File: src/rtl/fir_pkg.sv
// rtl/fir_pkg.sv - shared states, default widths and sign-extension helper for the FIR stream driver
package fir_pkg;

    typedef enum logic [2:0] {
        ST_STARTUP = 3'd0,
        ST_IDLE    = 3'd1,
        ST_STREAM  = 3'd2,
        ST_DRAIN   = 3'd3,
        ST_LOAD    = 3'd4
    } state_t;

    localparam int TAP_SIZE_DEF    = 3;
    localparam int NBR_OF_TAPS_DEF = 6;
    localparam int X_N_SIZE_DEF    = 8;

    // Treats the low w bits of v as signed and extends them across all 32 bits.
    function automatic logic [31:0] sext32(input logic [31:0] v, input int w);
        logic [31:0] m;
        logic        sign;
        m    = 32'hFFFF_FFFF << w;
        sign = |(v & (32'd1 << (w - 1)));
        return sign ? (v | m) : (v & ~m);
    endfunction

endpackage

File: src/rtl/fir_coeff_serializer.sv
// rtl/fir_coeff_serializer.sv - holds a captured coefficient set and presents the next load-cycle value
module fir_coeff_serializer
    import fir_pkg::*;
#(
    parameter int TAP_SIZE    = TAP_SIZE_DEF,
    parameter int NBR_OF_TAPS = NBR_OF_TAPS_DEF,
    parameter int X_N_SIZE    = X_N_SIZE_DEF
) (
    input  logic                            clk,
    input  logic                            reset,
    input  logic                            i_capture,
    input  logic                            i_step,
    input  logic [NBR_OF_TAPS*TAP_SIZE-1:0] i_coeffs,
    output logic [X_N_SIZE-1:0]             o_x_n_next,
    output logic                            o_set_next,
    output logic                            o_last
);

    localparam int J_W = $clog2(NBR_OF_TAPS + 1);

    logic [NBR_OF_TAPS*TAP_SIZE-1:0] r_coeffs;
    logic [J_W-1:0]                  r_j;
    logic [J_W-1:0]                  w_idx;
    logic [TAP_SIZE-1:0]             w_tap;

    always_ff @(posedge clk) begin
        if (reset) begin
            r_coeffs <= '0;
            r_j      <= '0;
        end else if (i_capture) begin
            r_coeffs <= i_coeffs;
            r_j      <= '0;
        end else if (i_step) begin
            r_j <= r_j + 1'b1;
        end
    end

    // Outputs describe index j+1 (or j=0 on capture) so the top can register them.
    always_comb begin
        w_idx = J_W'(NBR_OF_TAPS - 1) - r_j;
        w_tap = '0;
        if (i_capture) begin
            w_tap = i_coeffs[(NBR_OF_TAPS-1)*TAP_SIZE +: TAP_SIZE];
        end else if (r_j < J_W'(NBR_OF_TAPS)) begin
            w_tap = TAP_SIZE'(r_coeffs >> (w_idx * TAP_SIZE));
        end
    end

    assign o_x_n_next = X_N_SIZE'(sext32(32'(w_tap), TAP_SIZE));
    assign o_set_next = i_capture || (r_j != J_W'(NBR_OF_TAPS - 1));
    assign o_last     = (r_j == J_W'(NBR_OF_TAPS));

endmodule

File: src/rtl/fir_stream_driver.sv
// rtl/fir_stream_driver.sv - sequences coefficient loads and held sample periods onto the serial FIR inputs
module fir_stream_driver
    import fir_pkg::*;
#(
    parameter int TAP_SIZE       = TAP_SIZE_DEF,
    parameter int NBR_OF_TAPS    = NBR_OF_TAPS_DEF,
    parameter int X_N_SIZE       = X_N_SIZE_DEF,
    parameter int SAMPLE_PERIOD  = 8,
    parameter int STARTUP_CYCLES = 4,
    parameter int DRAIN_CYCLES   = 8
) (
    input  logic                            clk,
    input  logic                            reset,
    input  logic                            stream_en,
    input  logic [X_N_SIZE-1:0]             s_data,
    input  logic                            s_valid,
    output logic                            s_ready,
    input  logic [NBR_OF_TAPS*TAP_SIZE-1:0] cfg_coeffs,
    input  logic                            cfg_valid,
    output logic                            cfg_ready,
    output logic [X_N_SIZE-1:0]             x_n,
    output logic                            s_axis_fir_tvalid,
    output logic                            s_set_coeffs,
    output logic                            busy,
    output logic                            underrun
);

    localparam int CNT_W = 16;

    state_t              r_state, w_state_nx;
    logic [CNT_W-1:0]    r_cnt, w_cnt_nx;
    logic [X_N_SIZE-1:0] r_x_n, w_x_nx;
    logic                r_tvalid, w_tvalid_nx;
    logic                r_set, w_set_nx;
    logic                r_s_ready, w_s_ready_nx;
    logic                r_cfg_ready, w_cfg_ready_nx;
    logic                r_busy;
    logic                r_underrun, w_underrun_nx;

    logic [X_N_SIZE-1:0] w_ser_x;
    logic                w_ser_set, w_ser_last;
    logic                w_capture, w_step, w_period_start;

    fir_coeff_serializer #(
        .TAP_SIZE    (TAP_SIZE),
        .NBR_OF_TAPS (NBR_OF_TAPS),
        .X_N_SIZE    (X_N_SIZE)
    ) u_ser (
        .clk        (clk),
        .reset      (reset),
        .i_capture  (w_capture),
        .i_step     (w_step),
        .i_coeffs   (cfg_coeffs),
        .o_x_n_next (w_ser_x),
        .o_set_next (w_ser_set),
        .o_last     (w_ser_last)
    );

    always_comb begin
        w_state_nx     = r_state;
        w_cnt_nx       = r_cnt + 1'b1;
        w_x_nx         = '0;
        w_tvalid_nx    = 1'b0;
        w_set_nx       = 1'b0;
        w_s_ready_nx   = 1'b0;
        w_cfg_ready_nx = 1'b0;
        w_underrun_nx  = 1'b0;
        w_capture      = 1'b0;
        w_step         = 1'b0;
        w_period_start = 1'b0;

        case (r_state)
            ST_STARTUP: begin
                if (r_cnt == CNT_W'(STARTUP_CYCLES - 1)) begin
                    w_state_nx = ST_IDLE;
                    w_cnt_nx   = '0;
                end
            end
            ST_IDLE: begin
                w_cnt_nx = '0;
                if (cfg_valid) begin
                    w_state_nx = ST_LOAD;
                    w_capture  = 1'b1;
                end else if (stream_en) begin
                    w_state_nx     = ST_STREAM;
                    w_period_start = 1'b1;
                end
            end
            ST_STREAM: begin
                w_tvalid_nx = 1'b1;
                w_x_nx      = r_x_n;
                // Only a completed period may hand over to drain or idle.
                if (r_cnt == CNT_W'(SAMPLE_PERIOD - 1)) begin
                    w_cnt_nx    = '0;
                    w_tvalid_nx = 1'b0;
                    w_x_nx      = '0;
                    if (cfg_valid) begin
                        w_state_nx = ST_DRAIN;
                    end else if (!stream_en) begin
                        w_state_nx = ST_IDLE;
                    end else begin
                        w_period_start = 1'b1;
                    end
                end
            end
            ST_DRAIN: begin
                if (r_cnt == CNT_W'(DRAIN_CYCLES - 1)) begin
                    w_cnt_nx   = '0;
                    w_state_nx = ST_LOAD;
                    w_capture  = 1'b1;
                end
            end
            ST_LOAD: begin
                w_cnt_nx = '0;
                if (w_ser_last) begin
                    w_state_nx = ST_IDLE;
                end else begin
                    w_step   = 1'b1;
                    w_x_nx   = w_ser_x;
                    w_set_nx = w_ser_set;
                end
            end
            default: begin
                w_state_nx = ST_STARTUP;
            end
        endcase

        if (w_capture) begin
            w_cfg_ready_nx = 1'b1;
            w_x_nx         = w_ser_x;
            w_set_nx       = w_ser_set;
        end

        if (w_period_start) begin
            w_cnt_nx    = '0;
            w_tvalid_nx = 1'b1;
            if (s_valid) begin
                w_s_ready_nx = 1'b1;
                w_x_nx       = s_data;
            end else begin
                w_underrun_nx = 1'b1;
            end
        end
    end

    always_ff @(posedge clk) begin
        if (reset) begin
            r_state     <= ST_STARTUP;
            r_cnt       <= '0;
            r_x_n       <= '0;
            r_tvalid    <= 1'b0;
            r_set       <= 1'b0;
            r_s_ready   <= 1'b0;
            r_cfg_ready <= 1'b0;
            r_busy      <= 1'b1;
            r_underrun  <= 1'b0;
        end else begin
            r_state     <= w_state_nx;
            r_cnt       <= w_cnt_nx;
            r_x_n       <= w_x_nx;
            r_tvalid    <= w_tvalid_nx;
            r_set       <= w_set_nx;
            r_s_ready   <= w_s_ready_nx;
            r_cfg_ready <= w_cfg_ready_nx;
            r_busy      <= (w_state_nx != ST_IDLE);
            r_underrun  <= w_underrun_nx;
        end
    end

    assign x_n               = r_x_n;
    assign s_axis_fir_tvalid = r_tvalid;
    assign s_set_coeffs      = r_set;
    assign s_ready           = r_s_ready;
    assign cfg_ready         = r_cfg_ready;
    assign busy              = r_busy;
    assign underrun          = r_underrun;

endmodule

File: config.mk
export PLATFORM = sky130hd
export DESIGN_NAME = fir_stream_driver
export DESIGN_NICKNAME = d
export VERILOG_FILES = /design/src/rtl/fir_pkg.sv /design/src/rtl/fir_coeff_serializer.sv /design/src/rtl/fir_stream_driver.sv
export SDC_FILE = /design/constraint.sdc
export NUM_CORES = 1
export LEC_CHECK = 0
export CORE_ASPECT_RATIO = 0.6
export CORE_MARGIN = 2
export CORE_UTILIZATION = 45
export DETAILED_ROUTE_END_ITERATION = 12
export GPL_TIMING_DRIVEN = 0
export PLACE_DENSITY = 0.72
export SYNTH_ARGS = -nofsm -noshare
export SYNTH_HDL_FRONTEND = slang
export SYNTH_HIERARCHICAL = 1
export SYNTH_SLANG_ARGS = --single-unit
File: constraint.sdc
create_clock -name clk -period 2.7 [get_ports clk]
set_input_delay 0.405 -clock clk [delete_from_list [all_inputs] [get_ports clk]]
set_output_delay 0.405 -clock clk [all_outputs]
set_load 0.02 [all_outputs]
; Yosys cells after proc, flatten, opt, wreduce, memory -nomap -nowiden
; Index checks and enable logic that the tools add are counted.
[totals]
ff_bits = 54
in_bits = 31
wordCells = 73
output_inout_bits = 14
[classes]
eq_ne = 9
multipliers = 1
reduce_logical = 7
shift = 1
n_mux = 39
bitwise_logic = 1
n_addsub = 3
magnitude_cmp = 1
[op_table]
columns = cell, count
row1 = $mux W8, 6
row2 = $pmux W16 S3, 1
row3 = $mux W16, 2
row4 = $mux W3, 10
row5 = $shr A18 B5 Y3, 1
row6 = $add A16 B1 Y16 const B, 1
row7 = $eq A16 B2 Y1 const B, 1
row8 = $eq A16 B3 Y1 const B, 1
row9 = $mux W1, 16
row10 = $pmux W8 S2, 1
row11 = $pmux W3 S5, 1
row12 = $reduce_or A2 Y1, 5
row13 = $eq A3 B2 Y1 const B, 2
row14 = $eq A3 B3 Y1 const B, 2
row15 = $mul A3 B2 Y5 const B, 1
row16 = $pmux W1 S2, 2
row17 = $add A3 B1 Y3 const B, 1
row18 = $eq A3 B1 Y1 const B, 1
row19 = $logic_not A3 Y1, 1
row20 = $lt A3 B3 Y1 const B, 1
row21 = $ne A3 B1 Y1 const B, 1
row22 = $ne A3 B3 Y1 const B, 1
row23 = $sub A3 B3 Y3 const A, 1
row24 = $logic_or A1 B1 Y1, 1
row25 = $not A1 Y1, 1

; Depth between registers and ports, before layout
; Gate-level depths: netlist of the first run.
[logic_depth]
word_depth = 11
mapped_depth = 12
mapped_depth_nobuf = 10

; By module
; Netlist of the first run, hierarchy kept.
[by_module_without_submodules]
columns = mod, seq_area_each_um2, cells_each, n_inst, area_per_inst_um2
row1 = fir_stream_driver, 660.6, 168, 1, 1562.7
row2 = fir_coeff_serializer, 420.4, 103, 1, 1037.2

; Worst setup path before layout of the first run
; OpenSTA, ideal clock, no wires.
[synth_timing]
path_kind = register to register
startpoint = register r_cnt[0]
endpoint = register r_x_n[3], in the netlist x_n[3]
path_stages_with_launch = 13
path_buffers = 2
path_slack_ns = 0.097
setup_time_ns = 0.081
arrival_time_ns = 2.522
cell_sequence = dfxtp_1 > ha_1 > or4bb_1 > nor4_4 > a21oi_1 > nor2_1 > buf_6 > or4b_4 > o221a_1 > o21ai_2 > buf_4 > a22oi_1 > a211oi_2
[synth_via]
elab_chain_len = 10
word_cells_on_any_way = 13
cone_classes = 1 x eq/ne / 12 x mux
[synth_lines]
columns = element, line
row1 = "start, declared", fir_stream_driver.sv:31  ; logic [CNT_W-1:0] r_cnt, w_cnt_nx;
row2 = "start signal, assigned", fir_stream_driver.sv:159  ; r_cnt <= w_cnt_nx;
row3 = $eq A16 B3 Y1 *, fir_stream_driver.sv:107  ; if (r_cnt == CNT_W'(DRAIN_CYCLES - 1)) begin
row4 = $mux W1 *, fir_stream_driver.sv:107
row5 = $pmux W1 S2 *, fir_stream_driver.sv:72  ; case (r_state)
row6 = via w_capture, fir_stream_driver.sv:42  ; logic w_capture, w_step, w_period_start;
row7 = $mux W3 *, fir_coeff_serializer.sv:42  ; if (i_capture) begin
row8 = $mux W8 *, fir_pkg.sv:22  ; return sign ? (v | m) : (v & ~m);
row9 = via w_ser_x[3], fir_stream_driver.sv:40  ; logic [X_N_SIZE-1:0] w_ser_x;
row10 = $mux W8, fir_stream_driver.sv:115  ; if (w_ser_last) begin
row11 = $pmux W8 S2, fir_stream_driver.sv:72
row12 = $mux W8 *, fir_stream_driver.sv:128  ; if (w_capture) begin
row13 = $mux W8, fir_stream_driver.sv:137  ; if (s_valid) begin
row14 = $mux W8 *, fir_stream_driver.sv:134  ; if (w_period_start) begin
row15 = "end signal, assigned", fir_stream_driver.sv:160  ; r_x_n <= w_x_nx;
row16 = "end, declared", fir_stream_driver.sv:32  ; logic [X_N_SIZE-1:0] r_x_n, w_x_nx;
; The timed path passes the listed nets; every way through them passes the cells marked *.
; A chain may end at the register's enable or synchronous reset.

; Worst setup path after layout of the first run
[layout_timing]
startpoint = register r_cnt[0]
endpoint = register r_x_n[7], in the netlist x_n[7]
; Same word-level chain as after synthesis.

==> results of run 1 <==
[worst register-to-register path, delay by kind of cell, from the launching register on]
kind	cells	cell delay, ns
simple gates	4	0.88
buf+inv	2	0.28
fa+ha+maj	1	0.16
flops	1	0.35
compound gates	5	0.84
[layer usage]
| metal | vias up | global-route usage | part of all wire |
|---|---|---|---|
| li1 | 1073 | - | - |
| met1 | 975 | 0.2716 | 0.54 |
| met2 | 40 | 0.2582 | 0.41 |
| met3 | 3 | 0.04810 | 0.045 |
| met4 | 0 | 0.03167 | 0.0026 |
| met5 | - | 0 | 0 |
[how the worst max path moves through the flow]
stage,slack (ns),end,start
2_1_floorplan,0.1,x_n[3],r_cnt[0]
3_5_place_dp,-0.33,x_n[4],r_cnt[0]
4_1_cts,0.005,x_n[7],r_cnt[1]
3_3_place_gp,-0.27,x_n[7],r_cnt[0]
6_report,0.11,x_n[7],r_cnt[0]
5_1_grt,0.004,x_n[7],r_cnt[3]
[state kept, by name, indices dropped and copies added, names as in the netlist]
name               count
busy                   1
x_n                    8
s_axis_fir_tvalid      1
u_ser/r_coeffs        18
underrun               1
u_ser/r_j              3
cfg_ready              1
r_state                3
r_cnt                 16
s_set_coeffs           1
s_ready                1
[layout make-up]
type / instances / area, sq um
Inverter: 2 / 7.507
Multi-Input combinational cell: 199 / 1475
Buffer: 16 / 107.6
Timing Repair Buffer: 48 / 470.5
Clock buffer: 6 / 82.58
Sequential cell: 54 / 1090
Clock inverter: 2 / 12.51
Tap cell: 80 / 100.1
Fill cell: 515 / 2225
[synthesized netlist by cell type, types with 2 or more instances]
cell,count,share of area
buf_4,7,0.020
nand2_1,12,0.017
or4_1,3,0.0087
nor2b_1,9,0.022
inv_1,2,0.0029
xor2_1,9,0.030
nor3_1,13,0.025
dfxtp_1,54,0.42
nand2b_1,4,0.0096
ha_1,4,0.019
nand3b_1,2,0.0058
nor2_1,40,0.058
buf_6,2,0.0087
a211oi_2,8,0.039
nand3_1,5,0.0096
xnor2_1,7,0.024
o21ai_0,2,0.0039
a22oi_1,8,0.023
a21oi_1,8,0.015
or4_4,2,0.0087
or4b_1,2,0.0077
and4_1,2,0.0067
and3_1,4,0.0096
buf_2,3,0.0058
clkbuf_1,3,0.0043
nand4_1,4,0.0096
o21ai_2,3,0.010
o21ai_1,3,0.0058
o221a_1,3,0.013
mux2i_1,25,0.096
[metrics by stage]
stage          hold slack, ns  utilization  power, uW
4_1_cts                0.4414       0.5946       1573
3_3_place_gp           0.4257       0.5638       1083
5_1_grt                0.4649       0.6006       1640
6_report               0.4481       0.6006       1566
2_1_floorplan          0.4122            -      996.6
3_5_place_dp           0.4285       0.5638       1088
[placed cells by master, fill, tap and decap left out, types with 4 or more instances in the layout]
master,Yosys,layout
dfxtp_2,0,4
a22oi_2,0,5
nand3_1,5,5
buf_4,7,12
a211oi_2,8,8
mux2i_1,25,25
nand2b_1,4,4
xnor2_1,7,7
a21oi_1,8,7
nor3_1,13,13
clkbuf_8,0,6
dfxtp_1,54,49
xor2_1,9,9
and3_1,4,4
nand2_1,12,12
nor2_1,40,40
nor2b_1,9,9
clkdlybuf4s50_1,0,44
nand4_1,4,4
[cells by family (layout without fill, tap and decap cells)]
family / Yosys count / in the layout / share of synthesized area
fa+ha+maj: 4 / 4 / 0.01925
simple gates: 112 / 112 / 0.2368
compound gates: 42 / 42 / 0.1348
xor+xnor: 16 / 16 / 0.05390
buf+inv: 18 / 74 / 0.04331
mux: 25 / 25 / 0.09625
flops: 54 / 54 / 0.4158
[report_power, final]
group	switching, uW	internal, uW
registers	26.3	826
clock network	266	207
logic	118	123
total	410	1160
[what timing repair did]
action	in CTS	in global routing
buffers inserted	3	1
resized for setup	13	7
endpoints found under the setup margin	8	8
pin swaps	4	3
==> metrics, run 1 <==
Worst-path clk slew=0.09 ns; Placed Cells=approximately 400; Global Route Usage Sum=0.1802; Port-buffer cells=44; CP max FO=6; leakage power=roughly 0.0011 uW; Mapped Cells=271; Yosys cell types=48; First DRT Iteration DRCs=89; worst-case reg-to-reg path depth=12; TritonCTS Buffers=5; Die Y=62.88 um; CTS tree=yes; WP data required=2.93 ns; WP depth=12; # IOs=45; Final ANT Viol Nets=0; endpoints failing hold=0; RR Endpoint=x_n[7]; routed wire length=5661 um; f_max=386.4 MHz; Final Setup Violations=0; setup TNS after final layout=0 ns; RSZ-0062 raised after global routing=no; number of synthesized flops with an enable pin=0; asr flop ratio synth=0; global route overflow=0; CP Cell Sequence=ha_4 -> or4bb_4 -> nor4_4 -> a21oi_2 -> nor2_1 -> buf_6 -> or4b_4 -> o221a_4 -> o21ai_4 -> buf_4 -> a22oi_2 -> a211oi_2; worst skew pair latency=around 0.31 ns; core box area=5570 sq um; pwr dens=468.2 nW/um^2; crit path DAT=2.82 ns; CP peak stage delay=approximately 0.56 ns; fin nets=361; Clock Tree Root=clkbuf_8; Tcrit/Tclk final=0.9586; Area Overhead vs Synth=28.68%; Max-Cap Viols=0; post-synthesis sequential area ratio=0.4158; Buf+Inv Stages, Crit Path=2; share of post-route cells with drive strength above 1=0.1804; n_diodes=0; critical setup path kind=reg2reg; skew final=0.01040 ns; syn avg cell area=9.594 sq um; syn_nets=between 300 and 400; Ys Warns=6; startpoint types=flop; initial core utilization=0.4668; Peak VDD IR=around 0.26 mV; H-tree Lvls=2; Synth Cell Area=2600 sq um; HP Class=reg2reg; pre-CTS setup slack=-0.3270 ns; Hold EP=r_cnt[0]; drt first pass iters=4; routed vias/inst=5.138; Max Root-Sink Buffers=2; family with the most delay on the worst path=simple AND/OR/NAND/NOR gates; RePlAce Congestion=0.7957; Hold-fix buffers, CTS=0; reg2reg start=r_cnt[0]; vias post-DR=between 2k and 2.5k; # DRC=0; pin count of the biggest net entering global routing=17; nature of the critical path endpoint=flop; WHS Path Cells=1; placed cell area=3141 sq um; first-pass GRT wire length=9218 um; Avg WL per Cell=13.91 um; Post-synth top flop=dfxtp_1; final worst-path setup slack=between 0.1 and 0.15 ns; Worst slew margin=0.3204; outcome=complete, no violations; num rows=21; max-slew violations=0; post-synthesis register bit count=54; minimum clock period=approximately 2.6 ns; slowest CP cell=or4b_4; Hold Crit Start=r_cnt[0]; post-route cell area=3346 sq um; post-route insts no fill=just over 400; Die X=102.1 um; post-DP HPWL=4053 um; antenna violations before repair=0; Clock Sinks=54; die area=6422 sq um; Reg2Reg Setup Slack=0.11 ns; vias in the first global route=roughly 1.9k; Worst-Margin Slew=1.005 ns
Note: power is estimated with default switching activity, not from simulation.
==> run 2: changes to the inputs <==
--- a/config.mk
+++ b/config.mk
@@ -5,6 +5,7 @@
 export SDC_FILE = /design/constraint.sdc
 export NUM_CORES = 1
 export LEC_CHECK = 0
+export CAP_MARGIN = 30
 export CORE_ASPECT_RATIO = 0.6
 export CORE_MARGIN = 2
 export CORE_UTILIZATION = 45
==> results of run 2 <==
Same layout as run 1: the final DEF is identical, and so are final timing and power.
==> run 3: changes to the inputs <==
--- a/config.mk
+++ b/config.mk
@@ -11,7 +11,7 @@
 export CORE_UTILIZATION = 45
 export DETAILED_ROUTE_END_ITERATION = 12
 export GPL_TIMING_DRIVEN = 0
-export PLACE_DENSITY = 0.72
+export PLACE_DENSITY = 0.7
 export SYNTH_ARGS = -nofsm -noshare
 export SYNTH_HDL_FRONTEND = slang
 export SYNTH_HIERARCHICAL = 1
==> constraint.sdc (replaced) <==
create_clock -name clk -period 3 [get_ports clk]
set_input_delay 0.45 -clock clk [delete_from_list [all_inputs] [get_ports clk]]
set_output_delay 0.45 -clock clk [all_outputs]
set_load 0.02 [all_outputs]
==> run 3 against run 2 <==
  * Register-to-register slack improved by 0.11 ns
  * Die area unchanged
  * Hold slack got worse by 0.0019 ns
  * Critical endpoint is now x_n[4]
==> metrics, run 3 (synthesis gave the netlist of run 1 again) <==
commonest non-fill, non-tap cell in the layout=dfxtp_1 (unchanged); num rows=21 (unchanged); routed wire length=5477 um (was 5661 um); antenna violations before repair=0 (unchanged); outcome=complete, no violations (unchanged); H-tree Lvls=2 (unchanged); net load switching power=357.2 uW (was 410.5 uW); pwr dens=441.4 nW/um^2 (was 468.2 nW/um^2); post-route cell area=3288 sq um (was 3346 sq um); share of post-route cells with drive strength above 1=0.1451 (was 0.1804); RR Endpoint=x_n[4] (was x_n[7]); Final ANT Viol Nets=0 (unchanged); Hold-fix buffers, CTS=0 (unchanged); Die Y=62.88 um (unchanged); Max-Cap Viols=0 (unchanged); max-slew violations=0 (unchanged); sequential power share=0.527 (was 0.544); Worst Setup EP=x_n[4] (was x_n[7]); Clock Tree Root=clkbuf_8 (unchanged); power share of the combinational group=0.144 (was 0.154); Clock Sinks=54 (unchanged); core box area=5570 sq um (unchanged); endpoints failing hold=0 (unchanged); placed cell area=3141 sq um (unchanged); commonest cells after routing, fill and taps aside=52 x dfxtp_1, 44 x clkdlybuf4s50_1, 40 x nor2_1, 25 x mux2i_1, 13 x nor3_1 (was 49 x dfxtp_1, 44 x clkdlybuf4s50_1, 40 x nor2_1, 25 x mux2i_1, 13 x nor3_1); Avg WL per Cell=13.56 um (was 13.91 um); worst skew pair latency=0.30 ns (was 0.31 ns); leakage power=0.001126 uW (was 0.001137 uW); crit path launch=r_cnt[0] (unchanged); Placed Cells=395 (unchanged); skew final=0.008081 ns (was 0.01040 ns); most flop-heavy register=u_ser/r_coeffs (unchanged); WP data required=3.22 ns (was 2.93 ns); # DRC=0 (unchanged); # IOs=45 (unchanged); RSZ-0062 raised after global routing=no (unchanged); startpoint types=flop (unchanged); routed vias/inst=5.163 (was 5.138); Sw Ratio=0.2461 (was 0.2620); post-DP HPWL=4080 um (was 4053 um); CTS tree=yes (unchanged); Worst-Margin Slew=1.016 ns (was 1.005 ns); clock network fraction of total power=0.329 (was 0.302); Int Pwr=1094 uW (was 1156 uW); HP Class=reg2reg (unchanged); Worst slew margin=0.3132 (was 0.3204); initial core utilization=0.4668 (unchanged); Port-buffer cells=44 (unchanged); max reg flops=18 (unchanged); n_diodes=0 (unchanged); critical setup path kind=reg2reg (unchanged); vias in the first global route=1,973 (was 1,925); Peak VDD IR=0.2075 mV (was 0.2563 mV); nature of the critical path endpoint=flop (unchanged); Final Setup Violations=0 (unchanged); Global Route Usage Sum=0.1848 (was 0.1802); post-route insts no fill=404 (was 407); Max Root-Sink Buffers=2 (unchanged); drt first pass iters=4 (unchanged); reg2reg start=r_cnt[0] (unchanged); First DRT Iteration DRCs=86 (was 89); CP max FO=10 (was 6); RePlAce Congestion=0.8052 (was 0.7957); pin count of the biggest net entering global routing=17 (unchanged); fin nets=358 (was 361); Worst-path clk slew=0.09 ns (about the same); Tcrit/Tclk final=0.9275 (was 0.9586); die area=6422 sq um (unchanged); global route overflow=0 (unchanged); vias post-DR=2,086 (was 2,091); Die X=102.1 um (unchanged); Area Overhead vs Synth=26.47% (was 28.68%); first-pass GRT wire length=9466 um (was 9218 um); Reg2Reg Setup Slack=0.22 ns (was 0.11 ns); worst-case reg-to-reg path depth=12 (unchanged); crit path DAT=3.01 ns (was 2.82 ns); minimum clock period=2.782 ns (was 2.588 ns); f_max=359.4 MHz (was 386.4 MHz); TritonCTS Buffers=5 (unchanged)
## run 3: cell types whose count changed in the layout (fill, tap and decap cells not counted), moves of 2 or more
cell,delta
a22oi_2,-4
dfxtp_2,-2
a22oi_1,+4
buf_4,-4
dfxtp_1,+3
## run 3: worst max-delay path: stages (launching register included)
cell and delay (ns):
dfxtp_2 0.35, ha_4 0.18, or4bb_4 0.22, nor4_4 0.04
a21oi_1 0.20, nor2_1 0.09, buf_6 0.14, or4b_4 0.55
o221a_1 0.32, o21ai_2 0.16, buf_4 0.17, a22oi_1 0.06
a211oi_2 0.23
## run 3: how the worst min path moves through the flow
stage	from	endpoint	slack [ns]	depth (start not counted)
finish	r_cnt[0]	r_cnt[0]	0.45	1
floorplan	r_cnt[0]	r_cnt[0]	0.41	1
CTS	r_cnt[0]	r_cnt[0]	0.45	1
detailed placement	r_cnt[0]	r_cnt[0]	0.43	1
global placement	r_cnt[0]	r_cnt[0]	0.43	1
global route	r_cnt[0]	r_cnt[0]	0.46	1
## run 3: layer usage
metal  vias up  global-route usage  part of all wire
met5         -                   0                 0
met4         0             0.03000            0.0042
met3         4             0.04251             0.055
met2        51              0.2549              0.40
met1       969              0.2926              0.54
li1       1062                   -                 -
## run 3: final cells by class
class | count | area (sq um)
fill | 526 | 2282
timing repair buffer | 45 | 447.9
buffer | 16 | 105.1
clock buffer | 5 | 68.82
multi-input combinational | 199 | 1435
inverter | 2 | 7.507
sequential | 54 | 1084
tap | 80 | 100.1
clock inverter | 3 | 40.04
## run 3: power by group through the flow
stage,clock network (uW),logic (uW),registers (uW)
after CTS,493,206,760
final,477,209,765
after global placement,0,201,776
after detailed placement,0,204,776
after global routing,528,231,768
after floorplan,0,121,776
## run 3: repair_timing
action / in CTS / in global routing
endpoints found under the hold margin: 0 / 0
endpoints found under the setup margin: 6 / 7
resized for setup: 1 / 7
pin swaps: 1 / 3
setup buffers: 1 / 0
gates cloned: 0 / 0
## run 3: per-stage QoR
step | TNS [ns] | util | hold slack, ns | setup slack (ns) | total power [uW]
2_1_floorplan | 0 | - | 0.4122 | 0.3974 | 897.0
3_3_place_gp | 0 | 0.5638 | 0.4279 | 0.02066 | 977.2
3_5_place_dp | -0.1124 | 0.5638 | 0.4293 | -0.03544 | 980.1
4_1_cts | 0 | 0.5851 | 0.4488 | 0.01459 | 1459
5_1_grt | 0 | 0.5903 | 0.4611 | 0.01702 | 1527
6_report | 0 | 0.5903 | 0.4462 | 0.2175 | 1452
